`src/rtl/sec_loc_search.sv`:
```
// Single-error location search for an AN-coded word: walks +/-2^(k-1) mod A
// against the received remainder until a match, a trivial syndrome, or NLOC.
module sec_loc_search #(
    parameter int A    = 18613,
    parameter int NLOC = 45,
    parameter int RW   = 15,
    parameter int LW   = 7
) (
    input  logic                 clk,
    input  logic                 rst_n,
    input  logic                 start,
    input  logic [RW-1:0]        syn,
    output logic                 busy,
    output logic                 done,
    output logic signed [LW-1:0] loc,
    output logic                 err,
    output logic                 unc
);

    typedef enum logic [1:0] {IDLE, SEARCH, DONE} state_t;

    localparam int            KW = $clog2(NLOC + 1);
    localparam logic [RW:0]   AW = (RW + 1)'(A);
    localparam logic [KW-1:0] KMAX = KW'(NLOC);

    state_t               state, state_nxt;
    logic [RW-1:0]        syn_q;
    logic [RW-1:0]        p;
    logic [KW-1:0]        k;
    logic [RW:0]          p_dbl, p_red, a_minus_p;
    logic signed [LW-1:0] kl;
    logic                 out_big, out_zero, hit_pos, hit_neg, hit_end, found;

    // Doubling keeps the carry bit so the reduction compare sees the full 2p.
    assign p_dbl     = {p, 1'b0};
    assign p_red     = (p_dbl >= AW) ? (p_dbl - AW) : p_dbl;
    assign a_minus_p = AW - {1'b0, p};
    assign kl        = LW'(k);

    assign out_big  = ({1'b0, syn_q} >= AW);
    assign out_zero = (syn_q == '0);
    assign hit_pos  = (p == syn_q);
    assign hit_neg  = (a_minus_p == {1'b0, syn_q});
    assign hit_end  = (k == KMAX);
    assign found    = out_big | out_zero | hit_pos | hit_neg | hit_end;

    always_ff @(posedge clk or negedge rst_n) begin
        if (!rst_n) state <= IDLE;
        else        state <= state_nxt;
    end

    always_comb begin
        state_nxt = state;
        case (state)
            IDLE:    if (start) state_nxt = SEARCH;
            SEARCH:  if (found) state_nxt = DONE;
            DONE:    state_nxt = IDLE;
            default: state_nxt = IDLE;
        endcase
    end

    always_comb begin
        busy = (state != IDLE);
        done = (state == DONE);
    end

    always_ff @(posedge clk or negedge rst_n) begin
        if (!rst_n) begin
            syn_q <= '0;
            p     <= '0;
            k     <= '0;
            loc   <= '0;
            err   <= 1'b0;
            unc   <= 1'b0;
        end else if (state == IDLE) begin
            if (start) begin
                syn_q <= syn;
                p     <= RW'(1);
                k     <= KW'(1);
                loc   <= '0;
                err   <= 1'b0;
                unc   <= 1'b0;
            end
        end else if (state == SEARCH) begin
            // Priority order matters: invalid and zero syndromes win over any match.
            if (out_big) begin
                unc <= 1'b1;
                loc <= '0;
            end else if (out_zero) begin
                err <= 1'b0;
                unc <= 1'b0;
                loc <= '0;
            end else if (hit_pos) begin
                err <= 1'b1;
                loc <= kl;
            end else if (hit_neg) begin
                err <= 1'b1;
                loc <= -kl;
            end else if (hit_end) begin
                unc <= 1'b1;
                loc <= '0;
            end else begin
                k <= k + KW'(1);
                p <= p_red[RW-1:0];
            end
        end
    end

endmodule

```
`config.mk`:
```
export PLATFORM = sky130hd
export DESIGN_NAME = sec_loc_search
export DESIGN_NICKNAME = d
export VERILOG_FILES = /design/src/rtl/sec_loc_search.sv
export SDC_FILE = /design/constraint.sdc
export NUM_CORES = 1
export LEC_CHECK = 0
export CAP_MARGIN = 20
export CORE_UTILIZATION = 50
export CTS_CLUSTER_SIZE = 8
export DETAILED_ROUTE_END_ITERATION = 10
export GPL_TIMING_DRIVEN = 0
export PLACE_DENSITY = 0.79
export SETUP_SLACK_MARGIN = 0.4
export SKIP_CTS_REPAIR_TIMING = 1
export SYNTH_ARGS = -nofsm -noshare
export SYNTH_HDL_FRONTEND = slang
export SYNTH_SLANG_ARGS = --single-unit
```
`constraint.sdc`:
```
create_clock -name clk -period 4.2 [get_ports clk]
set_input_delay 0.63 -clock clk [delete_from_list [all_inputs] [get_ports clk]]
set_output_delay 0.63 -clock clk [all_outputs]
set_load 0.05 [all_outputs]
```
## Word-level counts from Yosys, hierarchy flattened

Index checks and enable logic that the tools add are counted.

| operators by class | value |
|---|---|
| add/subtract/negate cells | 4 |
| $lt $le $gt $ge | 2 |
| eq/ne operators | 14 |
| muxes and demuxes | 42 |
| bitwise logic cells | 4 |
| reductions and logical operators | 13 |

Operators by type and width:

| operator | number |
|---|---|
| 15-bit 2-to-1 mux | 9 |
| 7-bit 2-to-1 mux | 8 |
| 6-bit 2-to-1 mux | 8 |
| 16-bit by 15-bit == test with 1-bit output | 1 |
| 16-bit by 15-bit >= comparator with 1-bit output (second input constant) | 1 |
| 15-bit by 15-bit subtractor with 16-bit output (first input constant) | 1 |
| 15-bit == test | 1 |
| 15-bit >= comparator (second input constant) | 1 |
| 15-bit logical NOT | 1 |
| 15-bit subtractor (second input constant) | 1 |
| 1-bit 2-to-1 mux | 14 |
| 2-bit by 1-bit != test with 1-bit output (second input constant) | 5 |
| 4-bit by 3-bit != test with 1-bit output (second input constant) | 2 |
| 4-bit nonzero test | 2 |
| 6-bit negator with 7-bit output | 1 |
| 7-bit AND reduction | 1 |
| 6-bit by 1-bit adder with 6-bit output (second input constant) | 1 |
| 6-bit == test (second input constant) | 1 |
| 6-bit nonzero test | 1 |
| 5-bit AND reduction | 1 |
| 2-bit 2-to-1 mux | 2 |
| 2-bit != test (second input constant) | 2 |
| 1-bit OR | 4 |
| 2-bit one-hot mux with 2 select lines | 1 |
| other kinds (7) | 9 |

| storage, ports and cells | value |
|---|---|
| bits in registers | 47 |
| bits of input ports | 18 |
| output and inout bits | 11 |
| logic and storage cells | 86 |

## Depth between registers and ports, before layout

| depth | value |
|---|---|
| depth in word-level cells | 9 |
| mapped depth | 11 |
| depth with buffers taken out | 9 |

## Least setup slack after synthesis

OpenSTA, ideal clock, no wires.

| timing | value |
|---|---|
| kind | flip-flop to flip-flop |
| start | register p[1] |
| end | register loc[1] |
| library setup time | 0.128 ns |
| arrival time | 2.595 ns |
| required time | 4.072 ns |
| path slack | 1.477 ns |
| cell stages (with the launch flop) | 9 |
| buffers on the path | 0 |
| clock period less this slack | 2.723 ns |
| cell sequence | dfrtp_1 ha_1 o211a_1 nor2_1 and4b_1 o31ai_1 a2111oi_4 o41a_2 mux2_1 |

| between the ends | value |
|---|---|
| longest elaborated chain between the ends | 8 |
| elaborated cells on any way between the ends | 11 |
| those cells by class | 1 x add/sub; 2 x eq/ne; 6 x mux; 2 x reduce/logical |

Ends and longest elaborated chain:

| what | line | source |
|---|---|---|
| start: declaration | 28 | `logic [RW-1:0] p;` |
| start signal: assignment | 104 | `p <= p_red[RW-1:0];` |
| 15-bit by 15-bit subtractor with 16-bit output | 37 | `assign a_minus_p = AW - {1'b0, p};` |
| 16-bit by 15-bit == test with 1-bit output | 43 | `assign hit_neg = (a_minus_p == {1'b0, syn_q});` |
| 7-bit 2-to-1 mux | 96 | `end else if (hit_neg) begin` |
| 7-bit 2-to-1 mux | 93 | `end else if (hit_pos) begin` |
| 7-bit 2-to-1 mux | 89 | `end else if (out_zero) begin` |
| 7-bit 2-to-1 mux | 86 | `if (out_big) begin` |
| 7-bit 2-to-1 mux | 84 | `end else if (state == SEARCH) begin` |
| 7-bit 2-to-1 mux | 75 | `end else if (state == IDLE) begin` |
| end signal: assignment | 95 | `loc <= kl;` |
| end signal: assignment | 98 | `loc <= -kl;` |
| end: declaration | 15 | `output logic signed [LW-1:0] loc,` |

Several ways; a longest one is shown, not always the timed one. The select of a mux whose other input is x is not followed.
A chain may end at the register's enable or synchronous reset.

## Worst setup path after layout

| timing | value |
|---|---|
| start | register p[2] |
| end | register p[2] |

| between the ends | value |
|---|---|
| longest elaborated chain between the ends | 9 |
| elaborated cells on any way between the ends | 15 |
| those cells by class | 1 x add/sub; 1 x order compare; 4 x eq/ne; 8 x mux; 1 x reduce/logical |

Ends and longest elaborated chain:

| what | line | source |
|---|---|---|
| 16-bit by 15-bit >= comparator with 1-bit output | 36 | `assign p_red = (p_dbl >= AW) ? (p_dbl - AW) : p_dbl;` |
| 15-bit 2-to-1 mux | 36 |  |
| 15-bit 2-to-1 mux | 99 | `end else if (hit_end) begin` |
| 15-bit 2-to-1 mux | 96 |  |
| 15-bit 2-to-1 mux | 93 |  |
| 15-bit 2-to-1 mux | 89 |  |
| 15-bit 2-to-1 mux | 86 |  |
| 15-bit 2-to-1 mux | 84 |  |
| 15-bit 2-to-1 mux | 75 |  |

Several ways; a longest one is shown, not always the timed one. The select of a mux whose other input is x is not followed.

==> results.toml <==
[setup_path]
required_ns = 4.39
crit_type = "reg2reg"
cp-end-kind = "register"
cp_slowest_cell = "a2111oi_0"
crit_path_cell_trace = "buf_2 > inv_1 > ha_1 > a21oi_1 > o21bai_1 > a211o_1 > a2111oi_0 > clkbuf_1 > or2_2 > mux2i_1 > mux2i_1"
cp-startpoint = "p[2]"
r2r-start = "p[2]"
path_max_fanout = 10
cpPeakStageDelay_ns = 0.55
r2r.worst_path.cells = 11
critical_path_arrival_ns = 3.32
cp-start-kind = "register"
path_common_cell = "mux2i_1"

[logic_synthesis]
seq_area_frac_synth = 0.353
yosys-top-cells-area = "dfrtp_1 35%, nand2_1 8.0%, xnor2_1 7.1%"
synth_top_cells_by_count = "71 x nand2_1, 47 x dfrtp_1, 27 x xnor2_1"
yosys_register_bits = 47
yosysUniqueCellTypes = 63
async_reset_ff_frac = 1.00
synth-main-ff-cell = "dfrtp_1"
syn_nets = 414
synth.most_common_cell = "nand2_1"
yosysWarnings = 0
synth_top_cell_by_area = "dfrtp_1"
synth_edf_count = 0
synth_area_per_cell_um2 = 8.55
postSynthCellCount = 390
syn_area_mm2 = 0.00334
netlist.area_leader.share = 0.353

[floorplan]
die_h_um = 83.7
rows = 29
initial_utilization = 0.522
die-width_um = 83.7
ios = 29
core_mm2 = 0.00639
die_area_mm2 = 0.00700

[cts]
cts_sinks = 47
htreeDepth = 2
clock_path_buffers = 2
cts-root-buf = "clkbuf_8"
clk_latency_ns = 0.31
clk_pin_slew_ns = 0.10
cts_buffers = 5
cts_tree = "done"

[pwr]
clkPwrFrac = 0.115
power_uw = 3040
seqPwrFrac = 0.262
p_per_area_mw_per_mm2 = 791
p_comb_frac = 0.623
p_int_uw = 1570
ir_drop_v = 0.000527
switchingPower_uw = 1470
swShare = 0.485
leakage_uw = 0.00166

[drt]
viasPerCell = 5.87
drt-total-wl_um = 8050
firstDrtPassIters = 4
wl_per_cell_um = 16.0
final_antenna_net_count = 0
drtIter0Drc = 133
via_count = 2957
drcViolationCount = 0

[cells_and_area]
fin_nets = 450
areaGrowthSynthToFinish_pct = 15.2
fin_util = 0.602
layout.cell_area.non_filler_mm2 = 0.00384
drive_gt1_frac = 0.0843
fillCellCount = 596
diodes = 0
finalNonFillerCells = 504

[sta]
max_slew.worst_pin.slew_ns = 0.655
setup_tns_ns = 0
finalSetupViolations = 0
finClkSkew_ns = 0.0105
max_freq_mhz = 320
rsz0062_at_grt = "no"
slew_violations = 0
fin_crit_sh = 0.743
layout_min_cycle_time_ns = 3.12
final-hold-violation-count = 0
relSlewSlack = 0.559

[global_route]
grt_max_degree = 28
grt_usage = 0.244
grt_pass1_vias = 2861
antenna_found_initial = 0
grt-ovfl-total = 0
grt_pass1_wl_um = 13800

[job]
cap_violations = 0

[place]
hpwl_um = 6000
dp.cells = 496
gp_congestion = 0.918
placed_cell_area_mm2 = 0.00373
io_buffers = 28

[min_path]
hold_path_class = "in2async"

[run_status]
outcome = "completed"
==> power groups by stage <==
stage | logic, µW | clock network (µW) | registers (µW)
after detailed placement | 1870 | 0 | 803
final | 1890 | 349 | 798
after global placement | 1820 | 0 | 799
after global routing | 2090 | 376 | 822
after floorplan | 1460 | 0 | 773
after CTS | 1880 | 360 | 796
==> kinds of logic after synthesis <==
kind of cell	Yosys count	synth area share
fa+ha+maj	6	0.0225
mux	22	0.0671
buf+inv	47	0.0634
simple gates	159	0.234
flops	47	0.353
compound gates	73	0.166
xor+xnor	36	0.0945
==> state kept, by name (all words and copies together) (netlist names) <==
name   count
err        1
k          6
loc        7
p         15
state      2
syn_q     15
unc        1
==> path summary, 6_finish.rpt <==
kind / end / slack [ns]
worst max register to register: p[2] / 1.08
worst max-delay path: p[2] / 1.08
min in group clk: loc[1] / 0.49
max in group asynchronous: p[3] / 3.41
worst min-delay path: syn_q[4] / 0.27
worst min register to register: loc[1] / 0.49
==> layout make-up <==
cell class | instances | area [µm²] | share of cell area
multi-input cells | 296 | 1950 | 0.507
flip-flops and latches | 47 | 1180 | 0.306
repair buffers | 29 | 295 | 0.0768
plain buffers | 28 | 140 | 0.0365
well taps | 77 | 96.3 | 0.0251
inverters | 19 | 71.3 | 0.0186
clock buffers | 5 | 68.8 | 0.0179
clock inverters | 3 | 47.5 | 0.0124
==> placed cells by master (no fill, tap or decap), drive strengths merged, types with 3 or more instances in the layout <==
master         netlist  routed
mux2                 3       3
o2111ai              4       4
o22ai                5       5
nor2                18      18
o21bai               3       3
dfrtp               47      47
clkdlybuf4s50        0      27
clkbuf              17      22
o21a                 3       3
o21ai               13      13
xnor2               27      27
a2111oi              4       4
nand3                4       4
nor4                 7       7
mux2i               19      19
nand2b               5       5
nor3b                6       6
nor3                17      17
and2                 5       5
ha                   6       6
nand3b               3       3
or3                  3       3
buf                 11      13
nand2               71      71
nand4                4       4
a21oi               14      14
or2                  6       6
a211o                3       3
xor2                 9       9
inv                 19      20
==> metal layers <==
| metal | routed length (µm) | vias to the layer above | track usage | part of all wire |
|---|---|---|---|---|
| met5 | 0 | - | 0 | 0 |
| met4 | 132 | 0 | 0.0832 | 0.016 |
| met3 | 358 | 14 | 0.0247 | 0.044 |
| met2 | 3780 | 93 | 0.396 | 0.47 |
| met1 | 3780 | 1418 | 0.342 | 0.47 |
| li1 | - | 1432 | - | - |
==> stage by stage <==
| stage | hold WS (ns) | worst slack (ns) |
|---|---|---|
| 3_5_place_dp | 0.474 | 1.12 |
| 4_1_cts | 0.283 | 1.11 |
| 3_3_place_gp | 0.470 | 1.07 |
| 6_report | 0.274 | 1.08 |
| 5_1_grt | 0.315 | 0.881 |
| 2_1_floorplan | 0.334 | 1.48 |
==> worst max-delay path: cells and delay by family (launching register included) <==
| kind | cells | cell delay (ns) |
|---|---|---|
| fa+ha+maj | 1 | 0.19 |
| buf+inv | 3 | 0.69 |
| flops | 1 | 0.36 |
| compound gates | 4 | 1.26 |
| simple gates | 1 | 0.24 |
| mux | 2 | 0.26 |
(Power assumes the default switching activity.)
